`config.mk`:
```
export PLATFORM = sky130hd
export DESIGN_NAME = knight_cmd_proc
export DESIGN_NICKNAME = d
export VERILOG_FILES = /design/src/rtl/knight_cmd_proc.sv
export SDC_FILE = /design/constraint.sdc
export NUM_CORES = 1
export LEC_CHECK = 0
export ABC_AREA = 1
export BUFFER_PORTS_ARGS = -buffer_cell sky130_fd_sc_hd__buf_4
export CAP_MARGIN = 15
export CORE_ASPECT_RATIO = 0.9
export CORE_MARGIN = 1
export CORE_UTILIZATION = 59
export CTS_CLUSTER_SIZE = 30
export DETAILED_ROUTE_END_ITERATION = 16
export GPL_TIMING_DRIVEN = 0
export PLACE_DENSITY_LB_ADDON = 0.05
export SKIP_CTS_REPAIR_TIMING = 1
export SYNTH_ARGS = -nofsm -noshare
export SYNTH_HDL_FRONTEND = slang
export SYNTH_SLANG_ARGS = --single-unit
```
`constraint.sdc`:
```
create_clock -name clk -period 6.45 [get_ports clk]
set_input_delay 1.29 -clock clk [delete_from_list [all_inputs] [get_ports clk]]
set_output_delay 1.29 -clock clk [all_outputs]
set_load 0.02 [all_outputs]
```
`src/rtl/knight_cmd_proc.sv`:
```
// Knight command processor: consumes wrapper commands (clr_cmd_rdy same cycle, moving one cycle later) and sequences cal/turn/move.
// Commands arriving mid-operation are held until IDLE; optional fanfare pulse on opcode 5 is built when KNIGHT_FANFARE_EN is defined.
module knight_cmd_proc #(
  parameter bit          FAST_SIM   = 1'b1,
  parameter logic [11:0] ERR_THRESH = 12'h030,
  parameter logic [9:0]  FRWRD_MAX  = 10'h300
) (
  input  logic        clk,
  input  logic        rst_n,
  input  logic [15:0] cmd,
  input  logic        cmd_rdy,
  output logic        clr_cmd_rdy,
  input  logic [11:0] heading,
  input  logic        heading_rdy,
  input  logic        cal_done,
  input  logic        cntrIR,
  output logic        strt_cal,
  output logic        tour_go,
  output logic [11:0] desired_heading,
  output logic [9:0]  frwrd,
  output logic        moving,
  output logic        send_resp,
  output logic        fanfare_go
);

  typedef enum logic [2:0] {
    IDLE    = 3'd0,
    CAL     = 3'd1,
    TURN    = 3'd2,
    RAMP_UP = 3'd3,
    RAMP_DN = 3'd4
  } state_t;

  localparam logic [3:0] OP_CAL     = 4'h2;
  localparam logic [3:0] OP_MOVE    = 4'h4;
  localparam logic [3:0] OP_MOVE_FF = 4'h5;
  localparam logic [3:0] OP_TOUR    = 4'h6;

  localparam logic [9:0] INC = FAST_SIM ? 10'h020 : 10'h003;
  localparam logic [9:0] DEC = {INC[8:0], 1'b0};

  state_t      state_q, state_d;
  logic [11:0] desired_heading_q, desired_heading_d;
  logic [9:0]  frwrd_q, frwrd_d;
  logic [4:0]  line_cnt_q, line_cnt_d;
  logic [3:0]  sq_target_q, sq_target_d;
  logic        moving_q, moving_d;
  logic        cntr_meta_q, cntr_meta_d;
  logic        cntr_sync_q, cntr_sync_d;
  logic        cntr_prev_q, cntr_prev_d;
`ifdef KNIGHT_FANFARE_EN
  logic        fanfare_q, fanfare_d;
`endif

  logic [11:0] err;
  logic [11:0] err_abs;
  logic        aligned;
  logic [10:0] up_sum;
  logic [9:0]  frwrd_inc;
  logic [9:0]  frwrd_dec;
  logic [4:0]  line_tgt;
  logic        cntr_rise;
  logic        move_done;

  // Heading error wraps modulo 4096, so the magnitude is taken on the signed 12-bit difference.
  assign err       = heading - desired_heading_q;
  assign err_abs   = err[11] ? (~err + 12'd1) : err;
  assign aligned   = (err_abs < ERR_THRESH);

  assign up_sum    = {1'b0, frwrd_q} + {1'b0, INC};
  assign frwrd_inc = (up_sum > {1'b0, FRWRD_MAX}) ? FRWRD_MAX : up_sum[9:0];
  assign frwrd_dec = (frwrd_q < DEC) ? 10'h000 : (frwrd_q - DEC);

  // Two lines per square: start braking after the first line of the last square.
  assign line_tgt  = {sq_target_q, 1'b0} - 5'd1;
  assign cntr_rise = cntr_sync_q & ~cntr_prev_q;

  always_comb begin
    state_d           = state_q;
    desired_heading_d = desired_heading_q;
    frwrd_d           = frwrd_q;
    line_cnt_d        = line_cnt_q;
    sq_target_d       = sq_target_q;
    moving_d          = moving_q;
    cntr_meta_d       = cntrIR;
    cntr_sync_d       = cntr_meta_q;
    cntr_prev_d       = cntr_sync_q;
`ifdef KNIGHT_FANFARE_EN
    fanfare_d         = fanfare_q;
`endif
    clr_cmd_rdy       = 1'b0;
    strt_cal          = 1'b0;
    tour_go           = 1'b0;
    send_resp         = 1'b0;
    move_done         = 1'b0;

    case (state_q)
      IDLE: begin
        if (cmd_rdy) begin
          clr_cmd_rdy = 1'b1;
          case (cmd[15:12])
            OP_CAL: begin
              strt_cal = 1'b1;
              state_d  = CAL;
            end
            OP_MOVE, OP_MOVE_FF: begin
              desired_heading_d = (cmd[11:4] == 8'h00) ? 12'h000 : {cmd[11:4], 4'hF};
              sq_target_d       = cmd[3:0];
              line_cnt_d        = 5'd0;
              moving_d          = 1'b1;
              state_d           = TURN;
`ifdef KNIGHT_FANFARE_EN
              fanfare_d         = (cmd[15:12] == OP_MOVE_FF);
`endif
            end
            OP_TOUR: tour_go = 1'b1;
            default: ;
          endcase
        end
      end
      CAL: begin
        if (cal_done) begin
          send_resp = 1'b1;
          state_d   = IDLE;
        end
      end
      TURN: begin
        frwrd_d = 10'h000;
        if (heading_rdy && aligned) begin
          if (sq_target_q == 4'd0) move_done = 1'b1;
          else                     state_d   = RAMP_UP;
        end
      end
      RAMP_UP: begin
        if (heading_rdy) frwrd_d = frwrd_inc;
        if (line_cnt_q == line_tgt) state_d = RAMP_DN;
      end
      RAMP_DN: begin
        if (heading_rdy) frwrd_d = frwrd_dec;
        if (frwrd_q == 10'h000) move_done = 1'b1;
      end
      default: state_d = IDLE;
    endcase

    if ((state_q == RAMP_UP || state_q == RAMP_DN) && cntr_rise)
      line_cnt_d = line_cnt_q + 5'd1;

    if (move_done) begin
      send_resp = 1'b1;
      moving_d  = 1'b0;
      frwrd_d   = 10'h000;
      state_d   = IDLE;
    end
  end

  always_ff @(posedge clk or negedge rst_n) begin
    if (!rst_n) begin
      state_q           <= IDLE;
      desired_heading_q <= 12'h000;
      frwrd_q           <= 10'h000;
      line_cnt_q        <= 5'd0;
      sq_target_q       <= 4'd0;
      moving_q          <= 1'b0;
      cntr_meta_q       <= 1'b0;
      cntr_sync_q       <= 1'b0;
      cntr_prev_q       <= 1'b0;
    end else begin
      state_q           <= state_d;
      desired_heading_q <= desired_heading_d;
      frwrd_q           <= frwrd_d;
      line_cnt_q        <= line_cnt_d;
      sq_target_q       <= sq_target_d;
      moving_q          <= moving_d;
      cntr_meta_q       <= cntr_meta_d;
      cntr_sync_q       <= cntr_sync_d;
      cntr_prev_q       <= cntr_prev_d;
    end
  end

`ifdef KNIGHT_FANFARE_EN
  always_ff @(posedge clk or negedge rst_n) begin
    if (!rst_n) fanfare_q <= 1'b0;
    else        fanfare_q <= fanfare_d;
  end

  assign fanfare_go = move_done & fanfare_q;
`else
  assign fanfare_go = 1'b0;
`endif

  assign desired_heading = desired_heading_q;
  assign frwrd           = frwrd_q;
  assign moving          = moving_q;

endmodule

```
* Word level (Yosys, flattened, before mapping)
Cells that the tools add are included.
Widths: inputs -> output; s select.
** Storage, ports and cells
- Output and inout bits :: 28
- Bits in read-only memories :: 0
- Latch bits :: 0
- Bits in registers :: 38
- Word-level logic and storage cells :: 98
- Bits in writable memories :: 0
- Memories kept :: 0
- Input port bits :: 34
** Cells by class
- Magnitude comparators :: 3
- Reductions and logical operators :: 20
- Shifts and indexed selects :: 0
- Mux-type cells :: 39
- $mul :: 0
- Divide/modulo/power cells :: 0
- Bitwise gates (word level) :: 3
- Equality and inequality tests :: 18
- $add $sub $neg :: 6
** Operator list (count)
- $mux 10 :: 5
- $pmux 10 s3 :: 1
- $mux 12 :: 2
- $ne 3x3->1 const B :: 7
- $mux 5 :: 4
- $mux 1 :: 18
- $mux 3 :: 6
- $pmux 3 s5 :: 1
- $add 12x1->12 const B :: 1
- $eq 4x3->1 const B :: 3
- $lt 12x6->1 const B :: 1
- $not 12->12 :: 1
- $reduce_and 3->1 :: 4
- $reduce_bool 2->1 :: 6
- $sub 12x12->12 :: 1
- $add 10x6->11 const B :: 1
- $gt 11x10->1 const B :: 1
- $logic_not 10->1 :: 1
- $lt 10x7->1 const B :: 1
- $sub 10x7->10 const B :: 1
- $logic_not 8->1 :: 1
- $reduce_and 7->1 :: 1
- $eq 3x2->1 const B :: 2
- $pmux 3 s2 :: 1
- 17 further kinds :: 18

* Logic depth before layout (Yosys ltp)
- Depth after elaboration :: 10
- Gate-level depth with buffers :: 23
- Gate-level depth less buffers :: 23

* Worst setup path after synthesis
Ideal clock, no wire load.
- Path kind :: in2out
- From :: input heading[0]
- To :: output send_resp
- Data required time :: 5.160 ns
- Path buffers :: 0
- Arrival :: 3.281 ns
- Stages :: 19
- Slack :: 1.879 ns
- Cell sequence :: inv_1 > ha_1 > fa_1 > nand2_1 > a21oi_1 > nand2_1 > nor2_1 > nand2_1 > nor2_1 > nand2_1 > nand2_1 > nand2_2 > o21ai_2 > nand2_1 > nor2_1 > nand3_1 > nand2_1 > inv_1 > nand2_1
** On the way
- Longest elaborated chain between the ends :: 9
** RTL lines
- from (decl) :: line 13 : input logic [11:0] heading,
- $sub 12x12->12 (*) :: line 66 : assign err = heading - desired_heading_q;
- $not 12->12 :: line 67 : assign err_abs = err[11] ? (~err + 12'd1) : err;
- $add 12x1->12 :: line 67
- $mux 12 (*) :: line 67
- $lt 12x6->1 (*) :: line 68 : assign aligned = (err_abs < ERR_THRESH);
- $logic_and 1x1->1 (*) :: line 129 : if (heading_rdy && aligned) begin
- $mux 1 (*) :: line 129
- $pmux 1 s2 (*) :: line 97 : case (state_q)
- $mux 1 (*) :: line 148 : if (move_done) begin
- to (decl) :: line 22 : output logic send_resp,
Every way passes the cells marked *; elsewhere a longest branch is shown, timed or not.

* Worst setup path in the final report
Same ends and word-level chain as after synthesis.

==> reports/qor.txt <==
Port bufs = 55
Worst slack on hold paths = 354 ps
Area of the core = 4180 sq um
Startpoint Class = primary input
Data arrival time of the critical path = 3810 ps
Setup TNS = 0 ps
Vias after detailed routing = 2814
Dominant register cell in the synthesized netlist = dfrtp_1
Top-area cell type share of the netlist area = 28.5%
Via density per instance = 5.32
Critical path type = primary input to primary output
Antenna violations before repair = 0
Worst Max-Slew Pin Slew = 882 ps
Clock Root Buffer = clkbuf_8
Top delay family on crit path = simple AND/OR/NAND/NOR gates
Number of fill cells = 335
Sequential-to-total area share from yosys stat = 28.5%
Grt ovf = 0
CTS tree = yes
WHS Endpoint = cntr_prev_d
Clock network latency to the later pin of the worst-skew pair = 280 ps
Global-route wire length before repair = 10600 microns
Unrepaired setup endpoints after global routing = no
Total GRT Usage = 29.1%
Setup slack on the worst flop-to-flop path = 3450 ps
Endpoint class of the critical path = primary output
N_diodes = 0
Number of distinct library cells after synthesis = 35
Average cell area after synthesis = 6.55 sq um
Pwr/cell area = 509 nW/um^2
H-Tree Level Count = 2
Clock-pin slew reported for the worst setup and hold paths after clock tree synthesis = 60 ps
Top cells by area in the synthesized netlist = dfrtp_1 (29%), nand2_1 (15%), inv_1 (9.0%), ha_1 (8.6%), nand3_1 (6.5%)
CP bufs+invs = 5
Tmin final = 5100 ps
Number of design-rule violations left by the first detailed-router iteration = 158
Final HPWL DP = 4990 microns
Achievable frequency = 196 MHz
Fin. Hold Viols = 0
Number of buffers added by the clock tree synthesis step = 5
Slowest cell delay on critical path = 390 ps
Gate Count Post-Synth = 402
Fraction of layout cells with a size suffix above 1 = 18.1%
Total number of yosys warnings = 0
Die extent in y = 65.4 microns
Clock Path Buffers = 2
Die area = 4740 sq um
Number of violations of the max-capacitance limit = 0
Drt first pass iters = 5
Post-DR wirelength/cell = 12.1 microns
Via count of the first global-routing pass = 2427
Slew HR = 40.8%
Routed Antenna Nets = 0
Aggregate routed wire length = 6400 microns
Hold_sp = cntr_meta_q
Number of register bits inferred by synthesis = 30
# setup viols final = 0
Cell with the most instances on the worst path = nand2_1
Core Rows = 22
Final weighted congestion in routability-driven placement = 0.894
Number of max-slew violations in the final report = 0
Largest fanout of any net on the critical path = 3
Starting Density = 62.9%
Post-Route Skew = 3.92 ps
Path depth of the worst reg2reg path = 20
Status = complete, no violations
Clock sinks = 30
Hold WC Path Type = flop to flop
Final-stage net count = 522
Critical path's slowest cell = fa_1
Portion of the clock cycle consumed by the worst path in the final layout = 79.1%
Worst endpoint required time = 5160 ps
Leakage power of the design = 1.79 nW
Worst ir drop on vdd = 0.000335 V
Number of enable flip-flop cells after synthesis = 0
Hold Path Depth = 0
FF-to-FF End = state_q[1]
Layout Area Growth over Synthesis = 23.5%
Residual DRC = 0
Crit-path cells = buf_4, inv_1, ha_1, fa_1, inv_1, nand2_1, a21oi_1, nand2_1, nor2_1, nand2_1, nor2_1, nand2_1, nand3_1, nand2_1, nor2_1, nand2_1, nor2_1, nand3_1, nand2_1, inv_1, nand2_1, buf_4
R2r startpoint = desired_heading[3]
Number of placed I/O pins = 62
Netlist area before placement = 2630 sq um
Proportion of synthesized flip-flops having asynchronous set or reset = 100%
Die W = 72.4 microns
Largest net degree at the start of global routing = 31
Cell accounting for the most synthesized area = dfrtp_1
[stage by stage]
stage / utilization, % / worst slack, ps / power, W / instance area [sq um] / std cells
4_1_cts: 77.8 / 1390 / 0.00164 / 3250 / 529
3_5_place_dp: 75.1 / 1400 / 0.00144 / 3140 / 522
6_report: 77.8 / 1350 / 0.00165 / 3250 / 529
2_1_floorplan: - / 1880 / 0.00115 / 2650 / 407
5_1_grt: 77.8 / 968 / 0.00183 / 3250 / 529
3_3_place_gp: 75.1 / 1460 / 0.00139 / 3140 / 522
[area by class of cell]
cell class | count | area [sq um] | area share (%)
Clock inverter | 1 | 30.0 | 0.923
Sequential cell | 30 | 751 | 23.1
Buffer | 11 | 75.1 | 2.31
Clock buffer | 6 | 82.6 | 2.54
Tap cell | 60 | 75.1 | 2.31
Timing Repair Buffer | 55 | 413 | 12.7
Inverter | 63 | 236 | 7.27
Multi-Input combinational cell | 303 | 1590 | 48.9
[cell usage in the layout (no fill, tap or decap), types with 3 or more instances in the layout]
cell type | netlist | routed
nand2_1 | 108 | 108
buf_4 | 9 | 64
inv_1 | 63 | 63
nor2_1 | 41 | 41
nand3_1 | 34 | 34
dfrtp_1 | 30 | 30
o21ai_0 | 24 | 24
ha_1 | 18 | 18
a21oi_1 | 15 | 15
nand2_2 | 8 | 8
xor2_1 | 8 | 8
nor3_1 | 8 | 8
conb_1 | 1 | 6
clkbuf_8 | 0 | 6
nand4_1 | 5 | 5
nor4_1 | 4 | 4
a31oi_1 | 3 | 3
[power breakdown]
| part | switching, W | total, W | leakage (nW) | internal, W |
|---|---|---|---|---|
| sequential | 0.0000946 | 0.000362 | 0.368 | 0.000268 |
| clock | 0.0000663 | 0.000190 | 0.0573 | 0.000123 |
| combinational | 0.000687 | 0.00110 | 1.37 | 0.000416 |
[worst max path at each step]
stage / from / to / slack [ps] / depth (start not counted)
6_report: heading[0] / send_resp / 1350 / 22
5_1_grt: heading[0] / send_resp / 970 / 22
4_1_cts: heading[0] / send_resp / 1390 / 22
3_5_place_dp: heading[0] / send_resp / 1400 / 22
3_3_place_gp: heading[0] / send_resp / 1460 / 22
2_1_floorplan: heading[0] / send_resp / 1880 / 19
[registers in the layout (all words and copies together), names as in the netlist, 3 cells and up]
| register | flops |
|---|---|
| line_cnt_q | 5 |
| frwrd | 5 |
| state_q | 3 |
| sq_target_q | 4 |
| desired_heading | 9 |
[synth_stat cells, types with 3 or more instances]
cell type	count
ha_1	18
a31oi_1	3
nand2_2	8
o21ai_0	24
inv_1	63
nand2_1	108
nor2_1	41
a21oi_1	15
nand4_1	5
buf_4	9
nand3_1	34
nor3_1	8
dfrtp_1	30
nor4_1	4
xor2_1	8
[layer usage]
metal / wire length (microns) / share of wire, % / global-route usage (%) / up-vias
li1: - / - / - / 1413
met1: 3020 / 47 / 41.9 / 1254
met2: 2790 / 44 / 44.7 / 137
met3: 496 / 7.8 / 4.91 / 10
met4: 94 / 1.5 / 9.07 / 0
met5: 0 / 0 / 0 / -
[logic make-up (layout without fill, tap and decap cells)]
group	after synthesis	in the layout	share of synthesized area [%]
AO/OA/AOI/OAI	54	54	11.8
adder cells (fa/ha/maj)	19	19	9.31
buffers and inverters	74	136	11.8
XOR/XNOR	10	10	3.33
AND/OR/NAND/NOR	214	214	35.1
flip-flops	30	30	28.5
other	1	6	0.142
Power figures use the tool's default switching activity.
